--- src/rtl/icache_refill_axi.sv ---
// Instruction-cache line refill engine: one AXI4 INCR read burst per miss,
// beats gathered into a line buffer, full line returned as a single pulse.
// Handshakes: a transfer happens on a rising edge where valid and ready are
// both high; a raised valid is never withdrawn before its transfer completes.
module icache_refill_axi #(
  parameter int         LINE_WORDS = 4,
  parameter logic [3:0] AXI_ID     = 4'd0
) (
  input  logic                      i_clk,
  input  logic                      i_rst,
  input  logic                      i_rd_req,
  input  logic [31:0]               i_rd_addr,
  output logic                      o_rd_rdy,
  output logic                      o_ret_valid,
  output logic [32*LINE_WORDS-1:0]  o_ret_data,
  output logic                      o_refill_err,
  output logic [3:0]                o_arid,
  output logic [31:0]               o_araddr,
  output logic [7:0]                o_arlen,
  output logic [2:0]                o_arsize,
  output logic [1:0]                o_arburst,
  output logic                      o_arvalid,
  input  logic                      i_arready,
  input  logic [3:0]                i_rid,
  input  logic [31:0]               i_rdata,
  input  logic [1:0]                i_rresp,
  input  logic                      i_rlast,
  input  logic                      i_rvalid,
  output logic                      o_rready,
  output logic [1:0]                o_dbg_state
);

  localparam int BW  = $clog2(LINE_WORDS);
  localparam int OFF = 2 + BW;
  localparam logic [31:0] ADDR_MASK = ~((32'd1 << OFF) - 32'd1);
  localparam logic [BW-1:0] LAST_BEAT = BW'(LINE_WORDS - 1);

  typedef enum logic [1:0] {
    S_IDLE  = 2'd0,
    S_AR    = 2'd1,
    S_RDATA = 2'd2,
    S_RET   = 2'd3
  } state_t;

  state_t                    r_state;
  logic [BW-1:0]             r_beat;
  logic [32*LINE_WORDS-1:0]  r_buf;
  logic                      w_last_beat;
  logic                      w_unused;

  // Burst shape is fixed at elaboration; rid and the line-offset address bits carry no information here.
  assign o_arid      = AXI_ID;
  assign o_arlen     = 8'(LINE_WORDS - 1);
  assign o_arsize    = 3'b010;
  assign o_arburst   = 2'b01;
  assign o_ret_data  = r_buf;
  assign o_dbg_state = r_state;
  assign w_last_beat = (r_beat == LAST_BEAT);
  assign w_unused    = ^{i_rid, i_rd_addr[OFF-1:0]};

  // Refill sequencer: all handshake outputs are registered alongside the state.
  always_ff @(posedge i_clk or posedge i_rst) begin
    if (i_rst) begin
      r_state      <= S_IDLE;
      r_beat       <= '0;
      r_buf        <= '0;
      o_araddr     <= '0;
      o_rd_rdy     <= 1'b1;
      o_arvalid    <= 1'b0;
      o_rready     <= 1'b0;
      o_ret_valid  <= 1'b0;
      o_refill_err <= 1'b0;
    end else begin
      o_ret_valid <= 1'b0;
      case (r_state)
        S_IDLE: begin
          if (i_rd_req) begin
            o_araddr  <= i_rd_addr & ADDR_MASK;
            r_beat    <= '0;
            o_rd_rdy  <= 1'b0;
            o_arvalid <= 1'b1;
            r_state   <= S_AR;
          end
        end
        S_AR: begin
          if (i_arready) begin
            o_arvalid <= 1'b0;
            o_rready  <= 1'b1;
            r_state   <= S_RDATA;
          end
        end
        S_RDATA: begin
          if (i_rvalid) begin
            r_buf[r_beat*32 +: 32] <= i_rdata;
            r_beat <= r_beat + 1'b1;
            // Error responses are recorded but the data is kept; a misplaced
            // rlast is flagged while the beat count alone ends the burst.
            if (i_rresp != 2'b00 || i_rlast != w_last_beat) begin
              o_refill_err <= 1'b1;
            end
            if (w_last_beat) begin
              o_rready    <= 1'b0;
              o_ret_valid <= 1'b1;
              r_state     <= S_RET;
            end
          end
        end
        S_RET: begin
          o_rd_rdy <= 1'b1;
          r_state  <= S_IDLE;
        end
        default: begin
          r_state <= S_IDLE;
        end
      endcase
    end
  end

endmodule

--- config.mk ---
export PLATFORM = sky130hd
export DESIGN_NAME = icache_refill_axi
export DESIGN_NICKNAME = d
export VERILOG_FILES = /design/src/rtl/icache_refill_axi.sv
export SDC_FILE = /design/constraint.sdc
export NUM_CORES = 1
export LEC_CHECK = 0
export BUFFER_PORTS_ARGS = -buffer_cell sky130_fd_sc_hd__buf_2
export CAP_MARGIN = 30
export CORE_MARGIN = 3
export CORE_UTILIZATION = 48
export DETAILED_ROUTE_END_ITERATION = 10
export PLACE_DENSITY = 0.79
export SLEW_MARGIN = 15
export SYNTH_ARGS = -nofsm -noshare
export SYNTH_HDL_FRONTEND = slang
export SYNTH_SLANG_ARGS = --single-unit
--- constraint.sdc ---
create_clock -name i_clk -period 6.67 [get_ports i_clk]
set_clock_uncertainty 0.1 [all_clocks]
set_input_delay 0.667 -clock i_clk [delete_from_list [all_inputs] [get_ports i_clk]]
set_output_delay 0.667 -clock i_clk [all_outputs]
set_load 0.05 [all_outputs]
==> Word level (Yosys, flattened, before mapping) <==
Index checks and enable logic that the tools add are counted.
{ "classes": {"n_shift": 2, "add_sub_neg": 2, "mux": 21, "n_eq_ne": 9, "reduce_logical": 15} }
{ "ops": {"columns": ["operator", "count"], "rows": [
  ["$bwmux W128", 1],
  ["$shift A32 B34 Y128 const A", 1],
  ["$shiftx A32 B34 Y128", 1],
  ["$neg A7 Y34", 1],
  ["$mux W2", 6],
  ["$reduce_bool A2 Y1", 5],
  ["$mux W1", 9],
  ["$reduce_and A3 Y1", 3],
  ["$ne A2 B2 Y1 const B", 4],
  ["$pmux W2 S4", 1],
  ["$reduce_and A4 Y1", 2],
  ["$eq A2 B2 Y1 const B", 3],
  ["$pmux W1 S2", 3],
  ["$reduce_and A2 Y1", 3],
  ["$pmux W2 S2", 1],
  ["$add A2 B1 Y2 const B", 1],
  ["$eq A2 B1 Y1 const B", 1],
  ["$logic_not A2 Y1", 1],
  ["$logic_or A1 B1 Y1", 1],
  ["$ne A1 B1 Y1", 1]
]} }
{ "totals": {"output_inout_bits": 184, "inputBits": 76, "reg_bits": 165} }

==> Logic depth before layout (Yosys ltp) <==
Gate-level depths: netlist (run 1).
{ "depth": {"ltp_word": 4, "ltp_mapped": 8, "mapped_depth_nobuf": 5} }

==> Worst setup path before layout (run 1) <==
Ideal clock, no wire load.
{ "synth_path": {"path_kind": "reg-to-reg", "startpoint": "register r_state[0], in the netlist o_dbg_state[0]", "endpoint": "register r_buf[34], in the netlist o_ret_data[34]", "stages_incl_launch_ff": 8, "slack_ps": 4554, "t_arrival_ps": 1949, "setup_ps": 67, "path_cell_list": "dfrtp_1 -> inv_1 -> ha_1 -> buf_2 -> nand3_1 -> buf_2 -> buf_1 -> a22o_1"} }
{ "synth_via": {"elab_chain_len": 2} }
{ "synth_lines": {"columns": ["element", "line_no", "text"], "rows": [
  ["start, declared", "45", "state_t r_state;"],
  ["start signal, assigned", "64", "r_state <= S_IDLE;"],
  ["start signal, assigned", "82", "r_state <= S_AR;"],
  ["start signal, assigned", "89", "r_state <= S_RDATA;"],
  ["$eq A2 B2 Y1", "75", "case (r_state)"],
  ["$reduce_and A2 Y1 (no source line)", null, null],
  ["end signal, assigned by index", "94", "r_buf[r_beat*32 +: 32] <= i_rdata;"],
  ["end, declared", "47", "logic [32*LINE_WORDS-1:0] r_buf;"]
]} }
Every way passes these cells.
A chain may end at the register's enable or synchronous reset.

==> Worst setup path after layout (run 1) <==
{ "layout_path": {"startpoint": "register r_state[0], in the netlist o_dbg_state[0]", "endpoint": "register r_buf[77], in the netlist o_ret_data[77]"} }
Same word-level chain as after synthesis.

==> run metrics, run 1 <==
RSZ-0062 raised after global routing no; CTS tree done; Critical Path Fanout Max 33; setup total negative slack 0 ns; Crit. Startpoint o_dbg_state[0]; share of the synthesized area in the top cell type 0.6375; Initial DRC Count 320; register area share after synthesis 0.6416; Async S/R FF share, synth 1.000; FF+latch count, synth 165; Crit path depth 6; ANT nets after route 0; CTS buffer count 17; # IOs 260; DRC Markers 0; crit-path cells inv_1 > ha_1 > nand3_2 > nor4_4 > buf_4 > a22o_1; Cell Rows 41; critical path's slowest cell nor4_4; Pwr Density 446.7 nW/um2; GR Layer Usage met3 0.05153; die outline width 121.8 um; largest net degree at the start of global routing 82; final hold vios 0; YS warnings 0; core area 12,880 um2; Yosys top cell by area dfrtp_1; clock edge transition at the registers on the reported setup and hold paths 0.06 ns; Total GRT Usage 0.2298; max_slew headroom 0.4188; type of origin of the critical path flip-flop; Die Area 14,840 um2; # setup viols final 0; crit-path max cell delay 0.92 ns; Final Wtd Congestion 0.8141; total number of vias 4,814; Final HPWL DP 12,110 um; final WL 16,890 um; TritonCTS Sinks 165; Yosys cell types 35; Crit path required time 6.92 ns; number of synthesized flops with an enable pin 0; Post-synth top cells dfrtp_1 (164), a22o_1 (107), nand2_1 (54); clk_lat worst skew 0.42 ns; synthesized cell area 6437 um2; Worst R2R Start o_dbg_state[0]; Die Ht 121.8 um; Reg2Reg Depth 6; Top FF cell, synth dfrtp_1; Area Overhead vs Synth 28.69%; family with the most delay on the worst path simple AND/OR/NAND/NOR gates; vias per inst 5.397; hold buffers post-CTS 0; fmax 291.7 MHz; count leader, synth dfrtp_1; worst slack at placement 3.201 ns; vias in the first global route 4,840; Worst Path Arrival 3.67 ns; WP buf/inv 2; status complete, no violations; Final #Nets 793; CTS H-tree depth 4; CP endpoint kind flip-flop; Tmin final 3.428 ns; Worst Max-Slew Pin Slew 0.8708 ns; Congestion Overflow GR 0; IO buf count 230; final worst path period share 0.5140; largest cells by area after synthesis dfrtp_1 (64%), a22o_1 (15%), mux2_1 (3.7%), nand2_1 (3.1%), buf_4 (2.4%); postcts setup bufs 0; Max Cap Violations 0; DRT Pass-1 Iters 4; # diodes 0; kind of critical path flip-flop to flip-flop; Max clock buf depth 2; Final WS setup 3.242 ns; HP Class input port to asynchronous set/reset pin; met2 Resource Use GR 0.3909; VDD IR max 0.0003065 V; first-pass GRT wire length 26,220 um; Starting Density 0.5000; post_cts resized 0; average size of a mapped cell 13.41 um2; Leak 0.004433 uW; share of cells above drive strength 1 0.3944; post-synthesis cell count 480; max-slew violation count 0; global route hottest layer met2; grt met1 use 0.2887; initial antenna violation count 0; drt wl/cell 18.93 um; CTS Root Cell clkbuf_16
## cell type report
| cell class | instances | area, um2 |
|---|---|---|
| clock inverters | 6 | 80.08 |
| inverters | 6 | 27.53 |
| flip-flops and latches | 165 | 4130 |
| repair buffers | 240 | 1274 |
| multi-input cells | 277 | 2078 |
| well taps | 172 | 215.2 |
| clock buffers | 26 | 479.2 |
| fillers | 1017 | 4592 |
## power breakdown
group	switching, uW	total (uW)	internal, uW
Clock	358	927	569
Combinational	1070	1450	378
Sequential	121	1330	1200
Total	1550	3700	2150
## registers in the layout, indices dropped and copies added (netlist names)
name and flops:
o_dbg_state 2, o_ret_valid 1, o_arvalid 1, r_beat 2, o_rd_rdy 1, o_ret_data 128, o_rready 1, o_araddr 28
o_refill_err 1
## per-layer routing
layer | wire length (um) | up-vias
li1 | - | 2157
met4 | 335 | 0
met1 | 6959 | 2451
met2 | 8572 | 183
met3 | 1022 | 23
met5 | 0 | -
## through the flow
stage               instance area [um2]  instances  power [uW]  hold slack (ns)    util
floorplan                          6509        499        2433           0.4395       -
global route                       8284        892        3858           0.3253  0.6434
detailed placement                 7702        858        2794           0.3734  0.5982
CTS                                8262        890        3724           0.2885  0.6416
global placement                   7640        855        2740           0.3570  0.5933
finish                             8284        892        3701           0.2654  0.6434
## final timing paths
kind / slack (ns) / end
setup / recovery: 3.24 / o_ret_data[77]
hold / removal: 0.27 / o_araddr[9]
setup reg to reg: 3.24 / o_ret_data[77]
hold reg to reg: 0.39 / o_ret_data[47]
max in group asynchronous: 4.89 / o_ret_data[96]
min in group i_clk: 0.36 / o_araddr[15]
## cells by family (layout without fill, tap and decap cells)
| kind of cell | Yosys count | in the layout | share of synthesized area |
|---|---|---|---|
| buffers and inverters | 57 | 278 | 0.05034 |
| DFF | 165 | 165 | 0.6416 |
| AOI/OAI and AO/OA | 141 | 141 | 0.1742 |
| adders and majority gates | 10 | 10 | 0.01944 |
| other | 2 | 21 | 0.001167 |
| and+or+nand+nor | 73 | 73 | 0.05811 |
| xor gates and xnor gates | 1 | 1 | 0.001361 |
| muxes | 31 | 31 | 0.05384 |
## cells in the final DEF, fill, tap and decap left out, types with 3 or more instances in the layout
master     count
a22o_1       107
buf_2        230
buf_4          5
clkbuf_1       7
clkbuf_16     17
clkinv_2       4
conb_1        21
dfrtp_1      164
ha_1          10
inv_1          4
mux2_1        21
mux2_2         8
nand2_1       54
nand2b_1       3
nand3_2        3
nor4_4         3
o21ai_0        3
o21ai_1       24
Power figures use the tool's default switching activity.
==> inputs of run 2 (changes only) <==
- ABC_AREA: not set -> 1
- CORE_UTILIZATION: 48 -> 49
- PLACE_DENSITY: 0.79 -> 0.8
- clock period: 6.67 -> 3.4 ns (I/O delays scaled with it)
==> run metrics, run 2 <==
Final HPWL DP 13,590 um (+12%); HP Class input port to flip-flop; Post-synth top cells nand2_1 (362), dfrtp_1 (164), nand3_1 (78); Die Ht 125.3 um (+2.8%); Max Cap Violations 0 (unchanged); Tmin final 2.600 ns (-0.8288 ns); die outline width 125.3 um (+2.8%); Total Power Consumption 7541 uW (+100%); CTS tree done; initial antenna violation count 0 (unchanged); Internal Pwr Total 4062 uW (+89%); Worst Path Arrival 2.83 ns (-0.84 ns); max-slew violation count 0 (unchanged); Total GRT Usage 0.2554 (+0.02556); Worst R2R Start o_dbg_state[0]; NetSw 3480 uW (+120%); multiplexer share of the synthesized area 0 (-0.05384); DRC Markers 0 (unchanged); Crit path required time 3.63 ns (-3.29 ns); Final #Nets 1,117 (+41%); most frequent cells in the layout nand2_1 (362), buf_2 (230), dfrtp_1 (164); Area Overhead vs Synth 26.73%; largest net degree at the start of global routing 70 (-15%); main combinational cell family by area after synthesis simple AND/OR/NAND/NOR gates; clock edge transition at the registers on the reported setup and hold paths 0.06 ns (about the same); Cell Rows 42 (+2.4%); final worst path period share 0.7646 (+0.2506); post_cts resized 0 (unchanged); Critical Path Fanout Max 25 (-24%); CTS buffer count 17 (unchanged); final WL 19,960 um (+18%); Worst Max-Slew Pin Slew 0.8660 ns (-0.004841 ns); Max clock buf depth 2 (unchanged); clock share of power 0.249 (-0.002); DP Cell Count 1,181 (+38%); largest cells by area after synthesis dfrtp_1 (59%), nand2_1 (19%), nand3_1 (5.6%), o21ai_1 (4.2%), buf_4 (2.5%); Starting Density 0.5140 (+0.01408); average size of a mapped cell 8.615 um2 (-36%); Yosys cell types 25 (-29%); Final Wtd Congestion 0.8319 (+2.2%); most common cell after layout, fill and taps aside nand2_1; synthesized cell area 6969 um2 (+8.3%); Congestion Overflow GR 0 (unchanged); Yosys top cell by area dfrtp_1; Final WS setup 0.8005 ns (-2.441 ns); CP endpoint kind flip-flop; setup total negative slack 0 ns (unchanged); number of synthesized flops with an enable pin 0 (unchanged); FF+latch count, synth 165 (unchanged); drt wl/cell 16.36 um (-14%); Flop pwr share 0.336 (-0.022); Async S/R FF share, synth 1.000 (unchanged); CTS H-tree depth 4 (unchanged); TritonCTS Sinks 165 (unchanged); # diodes 0 (unchanged); final hold vios 0 (unchanged); XOR/XNOR Fraction of Synth Area 0 (-0.001361); Initial DRC Count 506 (+58%); clk_lat worst skew 0.42 ns (about the same); Leak 0.005188 uW (+17%); first-pass GRT wire length 31,800 um (+21%); VDD IR max 0.0006385 V (+110%); vias per inst 5.111 (-5.3%); Die Area 15,690 um2 (+5.8%); type of origin of the critical path flip-flop; # IOs 260 (unchanged); register area share after synthesis 0.5926 (-0.04895); share of cells above drive strength 1 0.2759 (-0.1186); # setup viols final 0 (unchanged); max_slew headroom 0.4213 (+0.002524); kind of critical path flip-flop to flip-flop; DRT Pass-1 Iters 5 (+1); Crit. Startpoint o_dbg_state[0]; total number of vias 6,235 (+30%); Compound-Gate Fraction of Synth Area 0.05081 (-0.1233); fin area 8832 um2 (+6.6%); count leader, synth nand2_1; post-synthesis cell count 809 (+69%); fmax 384.7 MHz (+32%); max reg flops 128 (unchanged); CTS Root Cell clkbuf_16; share of the synthesized area in the top cell type 0.5889 (-0.04864); Hold Startpoint i_rd_addr[15]; vias in the first global route 6,022 (+24%); power share of the combinational group 0.415 (+0.024); core area 13,560 um2 (+5.3%); RSZ-0062 raised after global routing no; ANT nets after route 0 (unchanged); IO buf count 230 (unchanged); Synth Area in Adders 0.01795 (-0.001483); Switching Fraction 0.4614 (+0.04250); worst slack at placement 0.8085 ns (-2.393 ns); Synth Area in Simple Gates 0.2767 (+0.2185); Pwr Density 853.8 nW/um2 (+91%); YS warnings 0 (unchanged); Top FF cell, synth dfrtp_1; status complete, no violations; Placement Cell Area 8184 um2 (+6.3%); non-filler cells, final 1,220 (+37%)
[run 2: cell types whose count changed in the layout (fill, tap and decap cells not counted), sizes merged, moves of 3 or more]
cell | previous run | this run
clkbuf | 26 | 20
clkinvlp | 0 | 5
mux2 | 29 | 0
a22o | 107 | 1
nor2 | 2 | 36
clkinv | 4 | 7
nand2 | 54 | 363
o21ai | 27 | 65
dlygate4sd3 | 0 | 7
inv | 6 | 19
nand3 | 4 | 78
nand2b | 3 | 0
nor4 | 3 | 0
[run 2: routing by layer]
metal  share of wire  GRT usage  up-vias
li1                -          -     2957
met1            0.42     0.3395     2965
met2            0.48     0.4087      282
met3           0.086    0.07505       31
met4           0.019    0.07972        0
met5               0          0        -
[run 2: cells by family after synthesis]
logic type,after synthesis
AOI/OAI and AO/OA,69
adders and majority gates,10
buffers and inverters,84
DFF,165
other,2
and+or+nand+nor,479
[run 2: timing repair]
action	CTS	global route
hold endpoints to repair	36	1
setup buffers	0	0
hold buffers	6	1
endpoints found under the setup margin	0	0
[run 2: final timing paths]
| check | end | slack (ns) | cells after the start |
|---|---|---|---|
| worst min-delay path | o_araddr[15] | 0.02 | 3 |
| min in group asynchronous | o_araddr[27] | 0.53 | 3 |
| worst max register to register | o_ret_data[61] | 0.80 | 6 |
| worst min register to register | o_ret_data[14] | 0.37 | 2 |
| worst max-delay path | o_ret_data[61] | 0.80 | 6 |
| max in group asynchronous | o_ret_data[113] | 1.87 | 4 |
[run 2: worst max-delay path, stage by stage (launching register included)]
cell and delay, ns:
dfrtp_1 0.44, inv_1 0.10, ha_1 0.27, nand2_2 0.35
nor2_4 0.64, nand2_1 0.37, o21ai_1 0.23
[run 2: layout make-up]
type | instances | area (um2)
multi-input combinational | 579 | 2499
tap | 176 | 220.2
clock inverter | 12 | 131.4
clock buffer | 20 | 446.7
sequential | 165 | 4130
timing repair buffer | 247 | 1321
inverter | 21 | 83.83
fill | 1147 | 4726
[run 2: power by group through the flow]
| stage | logic, uW | clock network [uW] | registers, uW |
|---|---|---|---|
| after CTS | 3140 | 1890 | 2540 |
| after floorplan | 1130 | 0 | 3770 |
| after detailed placement | 3140 | 0 | 2550 |
| after global placement | 3090 | 0 | 2540 |
| final | 3130 | 1880 | 2530 |
| after global routing | 3370 | 2000 | 2590 |
[run 2: per-stage QoR]
step	hold WS [ns]	util
6_report	0.01552	0.6514
3_3_place_gp	0.3575	0.6036
3_5_place_dp	0.3598	0.6036
4_1_cts	0.0002195	0.6507
2_1_floorplan	0.3496	-
5_1_grt	0.003334	0.6514
